[src/rtl/cpu_pkg.sv]
// Shared CPU definitions: datapath widths, register index type, opcode
// constants and small helpers used by the pipeline stages.
package cpu_pkg;

   localparam int ADDR_W   = 64;
   localparam int INSTR_W  = 32;
   localparam int REG_W    = 5;
   localparam int ZERO_REG = 31;

   // Architectural register index.
   typedef logic [REG_W-1:0] reg_idx_t;

   // Opcode prefixes of the two formats whose Rt field is read, not written.
   localparam logic [10:0] OP_STUR = 11'b11111000000;
   localparam logic [7:0]  OP_CBZ  = 8'b10110100;

   // Source register fields of an instruction as seen by the hazard logic.
   typedef struct packed {
      reg_idx_t rn;
      reg_idx_t rm;
      reg_idx_t rt;
      logic     rt_is_src;
   } src_regs_t;

   // Pull the source fields out of an instruction word. Rn and Rm are taken
   // for every format; Rt only counts where the instruction reads it.
   function automatic src_regs_t decode_sources(input logic [INSTR_W-1:0] instr);
      src_regs_t s;
      s.rn        = instr[9:5];
      s.rm        = instr[20:16];
      s.rt        = instr[4:0];
      s.rt_is_src = (instr[31:21] == OP_STUR) || (instr[31:24] == OP_CBZ);
      return s;
   endfunction

   // Increment a counter of the given width, sticking at all-ones.
   function automatic logic [63:0] sat_inc(input logic [63:0] value,
                                           input int unsigned width);
      logic [63:0] max_val;
      if (width >= 64) begin
         max_val = '1;
      end else begin
         max_val = (64'd1 << width) - 64'd1;
      end
      return (value >= max_val) ? value : value + 64'd1;
   endfunction

endpackage : cpu_pkg

[src/rtl/hazard_detect.sv]
// Load-use hazard detector: flags when the instruction in ID reads the
// register that the load currently in EX has not yet produced.
module hazard_detect
   import cpu_pkg::*;
(
   input  logic [INSTR_W-1:0] id_instr,
   input  logic               id_valid,
   input  logic               ex_mem_read,
   input  reg_idx_t           ex_rd,
   output logic               load_use
);

   src_regs_t src;
   logic      rd_live;
   logic      any_match;

   // Bits [15:10] (shamt / imm) never name a register.
   logic      unused_instr_bits;
   assign unused_instr_bits = ^id_instr[15:10];

   assign src = decode_sources(id_instr);

   // Compare the load destination against every source field of ID.
   always_comb begin
      // NOTE: every output of an always_comb gets a default first; a path that
      // leaves one unassigned would infer a latch.
      rd_live   = 1'b0;
      any_match = 1'b0;
      load_use  = 1'b0;

      // XZR reads as zero, so a load targeting it never creates a dependency.
      rd_live = ex_mem_read && (ex_rd != reg_idx_t'(ZERO_REG));

      // Rn and Rm are matched regardless of format; extra stalls are harmless.
      any_match = (src.rn == ex_rd) || (src.rm == ex_rd)
                  || (src.rt_is_src && (src.rt == ex_rd));

      // A bubble in ID (id_valid=0) never stalls.
      load_use = id_valid && rd_live && any_match;
   end

endmodule : hazard_detect

[src/rtl/if_id_stage.sv]
// IF/ID pipeline register. Captures the fetched PC/instruction, freezes fetch
// on load-use hazards, turns taken-branch flushes into bubbles, and keeps
// saturating stall/flush event counters for performance debug.
module if_id_stage
   import cpu_pkg::*;
#(
   parameter int CNT_W = 16
) (
   input  logic               clk,
   input  logic               reset,
   input  logic [ADDR_W-1:0]  if_pc,
   input  logic [INSTR_W-1:0] if_instr,
   input  logic               if_valid,
   input  logic               ext_stall,
   input  logic               flush,
   input  logic               ex_mem_read,
   input  logic [REG_W-1:0]   ex_rd,
   output logic [ADDR_W-1:0]  id_pc,
   output logic [ADDR_W-1:0]  id_pc_plus4,
   output logic [INSTR_W-1:0] id_instr,
   output logic               id_valid,
   output logic               pc_write_en,
   output logic               id_ex_bubble,
   output logic [CNT_W-1:0]   stall_count,
   output logic [CNT_W-1:0]   flush_count
);

   logic [ADDR_W-1:0]  pc_q;
   logic [INSTR_W-1:0] instr_q;
   logic               valid_q;
   logic [CNT_W-1:0]   stall_cnt_q;
   logic [CNT_W-1:0]   flush_cnt_q;

   logic               load_use;
   logic               stall;

   hazard_detect u_hazard_detect (
      .id_instr    (instr_q),
      .id_valid    (valid_q),
      .ex_mem_read (ex_mem_read),
      .ex_rd       (reg_idx_t'(ex_rd)),
      .load_use    (load_use)
   );

   // Freeze fetch on any stall; ask ID/EX for a bubble on a load-use stall
   // unless the slot is being flushed anyway.
   always_comb begin
      stall        = ext_stall | load_use;
      pc_write_en  = ~stall;
      id_ex_bubble = load_use & ~flush;
   end

   // Pipeline registers: flush beats stall, stall holds, otherwise advance.
   always_ff @(posedge clk or negedge reset) begin
      // NOTE: sequential state uses non-blocking assignments so every register
      // samples pre-edge values; the async reset clears the slot immediately.
      if (!reset) begin
         pc_q    <= '0;
         instr_q <= '0;
         valid_q <= 1'b0;
      end else if (flush) begin
         // Keep the PC of the discarded fetch visible for debug.
         pc_q    <= if_pc;
         instr_q <= '0;
         valid_q <= 1'b0;
      end else if (!stall) begin
         pc_q    <= if_pc;
         instr_q <= if_instr;
         valid_q <= if_valid;
      end
   end

   // Event counters; a flushed cycle counts only as a flush.
   always_ff @(posedge clk or negedge reset) begin
      if (!reset) begin
         stall_cnt_q <= '0;
         flush_cnt_q <= '0;
      end else if (flush) begin
         flush_cnt_q <= CNT_W'(sat_inc(64'(flush_cnt_q), CNT_W));
      end else if (stall) begin
         stall_cnt_q <= CNT_W'(sat_inc(64'(stall_cnt_q), CNT_W));
      end
   end

   // Deriving PC+4 from the held PC keeps it consistent on every path,
   // including reset (0 + 4 = 4) and the 64-bit wrap at the top of memory.
   assign id_pc_plus4 = pc_q + ADDR_W'(4);
   assign id_pc       = pc_q;
   assign id_instr    = instr_q;
   assign id_valid    = valid_q;
   assign stall_count = stall_cnt_q;
   assign flush_count = flush_cnt_q;

endmodule : if_id_stage

[config.mk]
export PLATFORM = sky130hd
export DESIGN_NAME = if_id_stage
export DESIGN_NICKNAME = d
export VERILOG_FILES = /design/src/rtl/cpu_pkg.sv /design/src/rtl/hazard_detect.sv /design/src/rtl/if_id_stage.sv
export SDC_FILE = /design/constraint.sdc
export NUM_CORES = 1
export LEC_CHECK = 0
export BUFFER_PORTS_ARGS = -buffer_cell sky130_fd_sc_hd__buf_2
export CORE_MARGIN = 2
export CORE_UTILIZATION = 35
export CTS_BUF_LIST = sky130_fd_sc_hd__clkbuf_4
export DETAILED_ROUTE_END_ITERATION = 12
export GPL_TIMING_DRIVEN = 1
export PLACE_DENSITY_LB_ADDON = 0.08
export SETUP_SLACK_MARGIN = 0.15
export SKIP_CTS_REPAIR_TIMING = 1
export SLEW_MARGIN = 10
export SYNTH_ARGS = -nofsm -noshare
export SYNTH_HDL_FRONTEND = slang
export SYNTH_SLANG_ARGS = --single-unit
[constraint.sdc]
create_clock -name clk -period 1.9 [get_ports clk]
set_input_delay 0 -clock clk [delete_from_list [all_inputs] [get_ports clk]]
set_output_delay 0 -clock clk [all_outputs]
set_load 0.01 [all_outputs]
==> results.sh, run 1 <==
export IMPL_path_class="reg -> out"
export IMPL_r2r_cells=9
export IMPL_hold_depth=6
export IMPL_finClkSkew_ps=24.70
export IMPL_vias=6760
export IMPL_p_int_w=0.004953
export IMPL_fp_coreArea_sq_um=18640
export IMPL_maxCapViolations=0
export IMPL_setup_worst_path_end_class="output port"
export IMPL_fillers=1461
export IMPL_yosysUniqueCellTypes=40
export IMPL_rrSetupSlack_ps=-640
export IMPL_netlist_top_cells_count="dfrtp_1 (129), mux2_2 (67), xnor2_1 (53)"
export IMPL_rr_endpoint="id_pc[43]"
export IMPL_drive_gt1_share_pct=60.52
export IMPL_wl_per_cell_um=17.60
export IMPL_path_cells="and3_1 > and4_4 > nand4_1 > buf_4 > or3_4 > buf_4 > xnor2_2 > buf_2"
export IMPL_yosysWarnings=0
export IMPL_worst_pin_slew_ps=673.6
export IMPL_syn_nets=686
export IMPL_dp_slack_ps=-420.1
export IMPL_synth_edf_count=0
export IMPL_syn_area_per_cell_sq_um=11.47
export IMPL_p_comb_share_pct=32.7
export IMPL_ir_drop_mv=0.4167
export IMPL_p_leak_nw=6.172
export IMPL_timing_rr_start="id_instr[25]"
export IMPL_routed_via_density=4.860
export IMPL_clock_power_share_pct=23.3
export IMPL_synth_simple_gate_area_share_pct=16.78
export IMPL_ant_nets=0
export IMPL_post_dp_hpwl_mm=16.27
export IMPL_synth_top_area_share_pct=48.85
export IMPL_hp_start="ext_stall"
export IMPL_timing_critical_path_mode_cell="buf_4"
export IMPL_total_power_w=0.007620
export IMPL_synth_area_sq_um=6608
export IMPL_drt_pre_antenna_iters=4
export IMPL_die_w_um=141.4
export IMPL_overflow=0
export IMPL_worst_slack_ps=-666.5
export IMPL_synth_compound_area_share_pct=5.132
export IMPL_synth_largest_area_cell="dfrtp_1"
export IMPL_port_buffers=301
export IMPL_drc=0
export IMPL_setup_viol=170
export IMPL_clock_latency_ps=560
export IMPL_area_delta_synth_final_pct=86.80
export IMPL_max_clock_path_buffers=2
export IMPL_use_met3_pct=6.952
export IMPL_syn_inst=576
export IMPL_grt_max_degree=59
export IMPL_slowest_delay_ps=410
export IMPL_die_h_um=141.4
export IMPL_tritoncts="yes"
export IMPL_sw_frac_of_total_pct=35.00
export IMPL_fmax_mhz=389.6
export IMPL_gp_congestion=0.8443
export IMPL_worstHoldEndpoint="stall_count[0]"
export IMPL_rsz0062_at_grt="true"
export IMPL_synth_top_family_by_area="simple AND/OR/NAND/NOR gates"
export IMPL_drtIter0Drc=234
export IMPL_slew_headroom_pct=55.09
export IMPL_dieArea_sq_um=19990
export IMPL_grt_pass1_vias=6150
export IMPL_crit_slowest_cell="or3_4"
export IMPL_clock_sinks=129
export IMPL_async_flop_share_pct=100.0
export IMPL_synthXorXnorAreaFrac_pct=13.79
export IMPL_std_cell_rows=50
export IMPL_placed_cell_area_sq_um=9718
export IMPL_hold_path_class="in -> reg"
export IMPL_worstPathRequired_ps=1900
export IMPL_start_util_pct=35.44
export IMPL_power_switching_w=0.002667
export IMPL_gr_usage_met1_pct=23.70
export IMPL_synth_fa_ha_area_share_pct=0.5681
export IMPL_synth_mux_area_share_pct=11.42
export IMPL_grt_first_pass_wirelength_mm=32.11
export IMPL_h_tree_depth=4
export IMPL_hold_ws_ps=112.0
export IMPL_outcome="finished, violations left"
export IMPL_finalInstanceArea_sq_um=12340
export IMPL_synth_area_leaders="dfrtp_1 (49%), mux2_2 (11%), xnor2_1 (7.0%), xor2_1 (6.8%), a22o_1 (4.4%)"
export IMPL_ys_flop_type="dfrtp_1"
export IMPL_root_buffer="clkbuf_4"
export IMPL_fin_crit_ps=2566
export IMPL_grt_total_usage_pct=20.43
export IMPL_failed_checks="negative setup slack"
export IMPL_routed_wl_mm=24.48
export IMPL_finalSetupTns_ps=-80680
export IMPL_use_met2_pct=35.23
export IMPL_seq_power_share_pct=44.0
export IMPL_ys_ff_latch=129
export IMPL_antenna_found_initial=2
export IMPL_pin_count=302
export IMPL_clkTransAtPathRegs_ps=140
export IMPL_layout_nets=1252
export IMPL_powerDensity_nw_per_um2=617.4
export IMPL_globalRoute_busiestLayer="met2"
export IMPL_cts_buffers=17
export IMPL_crit_path_start_kind="flip-flop"
export IMPL_synth_most_common_cell="dfrtp_1"
export IMPL_ys_seq_area_share_pct=48.85
export IMPL_arrival_ps=2570
export IMPL_timing_final_crit_share_pct=135.1
export IMPL_report_final_slew_viol_count=0
export IMPL_crit_path_max_fanout=4
export IMPL_hold_viol=0
[worst max-delay path: cells and delay by family (launching register included)]
family	cells	cell delay [ps]
and+or+nand+nor	4	990
buffers and inverters	3	500
DFF	1	370
xor gates and xnor gates	1	140
[layout by cell type, fill, tap and decap left out, types with 15 or more instances in the layout]
cell type and instances:
xor2_1 45, buf_2 299, and3_1 15, xnor2_1 36
nand4_1 20, nor2_4 16, nand2_1 31, xnor2_2 17
buf_6 38, dfrtp_1 121, clkbuf_4 18, buf_4 109
nand3_1 17, a22o_1 33, mux2_4 66, dlygate4sd3_1 99
[final cells by class]
type / instances / area (sq um) / area share, %
Multi-Input combinational cell: 415 / 4263 / 34.54
Timing Repair Buffer: 570 / 4254 / 34.47
Sequential cell: 129 / 3238 / 26.23
Tap cell: 234 / 292.8 / 2.372
Clock buffer: 18 / 135.1 / 1.095
Clock inverter: 14 / 121.4 / 0.9833
Inverter: 9 / 33.78 / 0.2737
Antenna cell: 2 / 5.005 / 0.04055
[per-stage QoR]
stage | utilization [%] | instances
2_1_floorplan | - | 576
3_3_place_gp | 52.13 | 1215
3_5_place_dp | 52.13 | 1215
4_1_cts | 53.50 | 1247
5_1_grt | 66.21 | 1391
6_report | 66.21 | 1391
[layer usage]
| layer | share of wire, % | up-vias |
|---|---|---|
| li1 | - | 3182 |
| met4 | 2.1 | 2 |
| met2 | 52 | 251 |
| met5 | 0.065 | - |
| met3 | 6.0 | 40 |
| met1 | 40 | 3285 |
[cells by family after synthesis]
family	count (synthesis)
adders and majority gates	3
DFF	129
muxes	67
and+or+nand+nor	203
xor gates and xnor gates	104
buffers and inverters	32
AOI/OAI and AO/OA	38
[sequential cells by signal, summed over array words and instances, names as in the netlist]
signal,cells
id_valid,1
flush_count,16
id_instr,32
stall_count,16
id_pc,64
[power by group through the flow]
| stage | registers [W] | logic (W) | clock network (W) |
|---|---|---|---|
| final | 0.00335 | 0.00249 | 0.00177 |
| after floorplan | 0.00357 | 0.000791 | 0 |
| after global routing | 0.00340 | 0.00267 | 0.00197 |
| after global placement | 0.00338 | 0.00201 | 0 |
| after CTS | 0.00334 | 0.00204 | 0.00184 |
| after detailed placement | 0.00339 | 0.00204 | 0 |
[worst max path at each step]
stage / startpoint / to / slack, ps / cells past startpoint
CTS: id_pc[23] / id_pc_plus4[59] / -770 / 7
finish: id_pc[17] / id_pc_plus4[47] / -670 / 8
detailed placement: id_instr[22] / id_pc[41] / -420 / 7
floorplan: id_instr[22] / id_pc[10] / -230 / 7
global placement: id_instr[22] / id_pc[43] / -390 / 7
global route: id_pc[25] / id_pc_plus4[47] / -830 / 8
Power figures use the tool's default switching activity.
==> run 2: changes to the inputs <==
==> constraint.sdc (replaced) <==
create_clock -name clk -period 3.1 [get_ports clk]
set_input_delay 0 -clock clk [delete_from_list [all_inputs] [get_ports clk]]
set_output_delay 0 -clock clk [all_outputs]
set_load 0.01 [all_outputs]
==> results.sh, run 2 (synthesis gave the netlist of run 1 again) <==
export IMPL_crit_path_start_kind="flip-flop"
export IMPL_finalSetupTns_ps=0
export IMPL_ir_drop_mv=0.3501
export IMPL_grt_pass1_vias=5457
export IMPL_routed_via_density=4.843
export IMPL_port_buffers=301
export IMPL_crit_path_max_fanout=7
export IMPL_drtIter0Drc=241
export IMPL_die_h_um=141.4
export IMPL_mostFrequentLayoutCells="buf_2 (300), dfrtp_1 (124), dlygate4sd3_1 (99)"
export IMPL_timing_rr_start="id_instr[24]"
export IMPL_worst_slack_ps=295.6
export IMPL_drc=0
export IMPL_rrSetupSlack_ps=640
export IMPL_dieArea_sq_um=19990
export IMPL_antenna_found_initial=1
export IMPL_largest_reg_flops=64
export IMPL_drt_pre_antenna_iters=4
export IMPL_gp_congestion=0.8615
export IMPL_pin_count=302
export IMPL_clock_latency_ps=550
export IMPL_outcome="complete, no violations"
export IMPL_post_dp_hpwl_mm=14.61
export IMPL_slew_headroom_pct=54.79
export IMPL_routed_wl_mm=20.59
export IMPL_max_clock_path_buffers=2
export IMPL_p_leak_nw=4.715
export IMPL_setup_viol=0
export IMPL_std_cell_rows=50
export IMPL_fmax_mhz=356.6
export IMPL_r2r_cells=7
export IMPL_dp_slack_ps=650.2
export IMPL_wl_per_cell_um=16.71
export IMPL_worst_pin_slew_ps=678.1
export IMPL_drive_gt1_share_pct=43.17
export IMPL_root_buffer="clkbuf_4"
export IMPL_final_util_pct=51.93
export IMPL_cts_buffers=17
export IMPL_rr_endpoint="id_pc[41]"
export IMPL_area_delta_synth_final_pct=46.53
export IMPL_report_final_slew_viol_count=0
export IMPL_h_tree_depth=4
export IMPL_ant_nets=0
export IMPL_overflow=0
export IMPL_finClkSkew_ps=17.73
export IMPL_fp_coreArea_sq_um=18640
export IMPL_dpl_cell_count=1094
export IMPL_tritoncts="yes"
export IMPL_fin_crit_ps=2804
export IMPL_start_util_pct=35.44
export IMPL_hold_viol=0
export IMPL_rsz0062_at_grt="false"
export IMPL_clock_sinks=129
export IMPL_hold_path_class="in -> async"
export IMPL_grt_max_degree=69
export IMPL_worstPathRequired_ps=3100
export IMPL_path_class="reg -> out"
export IMPL_vias=5966
export IMPL_powerDensity_nw_per_um2=462.1
export IMPL_layout_commonest_cell="buf_2"
export IMPL_fin_cells=1232
export IMPL_maxCapViolations=0
export IMPL_timing_final_crit_share_pct=90.46
export IMPL_grt_total_usage_pct=18.96
export IMPL_layout_nets=1094
export IMPL_grt_first_pass_wirelength_mm=29.69
export IMPL_die_w_um=141.4
export IMPL_clkTransAtPathRegs_ps=120
export IMPL_arrival_ps=2800
export IMPL_total_power_w=0.004474
export IMPL_setup_worst_path_end_class="output port"
==> run 2: where the power goes <==
part           switching, W  total [W]  internal, W
clock              0.000672    0.00130     0.000633
sequential         0.000247    0.00211      0.00186
combinational      0.000511    0.00106     0.000547
==> run 2: per-stage QoR <==
stage | hold slack (ps) | instance area, sq um
final | 25.58 | 9682
after global placement | -144.2 | 8287
after floorplan | -295.6 | 6608
after CTS | -766.9 | 8605
after detailed placement | -143.5 | 8287
after global routing | 11.11 | 9682
==> run 2: how the worst max path moves through the flow <==
stage	startpoint	to	slack (ps)	depth (start not counted)
6_report	id_pc[32]	id_pc_plus4[61]	300	7
5_1_grt	id_pc[3]	id_pc_plus4[26]	70	8
4_1_cts	id_pc[4]	id_pc_plus4[63]	30	7
3_5_place_dp	id_pc[4]	id_pc_plus4[63]	650	7
3_3_place_gp	id_pc[4]	id_pc_plus4[63]	680	7
2_1_floorplan	id_instr[22]	id_pc[10]	970	7
==> run 2: routing by layer <==
metal	track usage, %	part of all wire (%)
met4	6.579	1.8
met1	23.80	43
met3	4.084	4.7
met2	32.45	51
met5	0	0
==> run 2: area by class of cell <==
class                           count  area [sq um]
Multi-Input combinational cell    415          3183
Tap cell                          234         292.8
Inverter                            9         33.78
Timing Repair Buffer              412          2615
Clock inverter                     14         190.2
Fill cell                        1718          8961
Clock buffer                       17         127.6
Antenna cell                        2         5.005
Sequential cell                   129          3234
==> run 2: worst max-delay path: stages (launching register included) <==
cell and delay, ps:
dfrtp_1 470, and4_1 290, and3_1 320, nand3_2 180, or4_4 500, nor2_1 150, xor2_1 190, buf_2 160
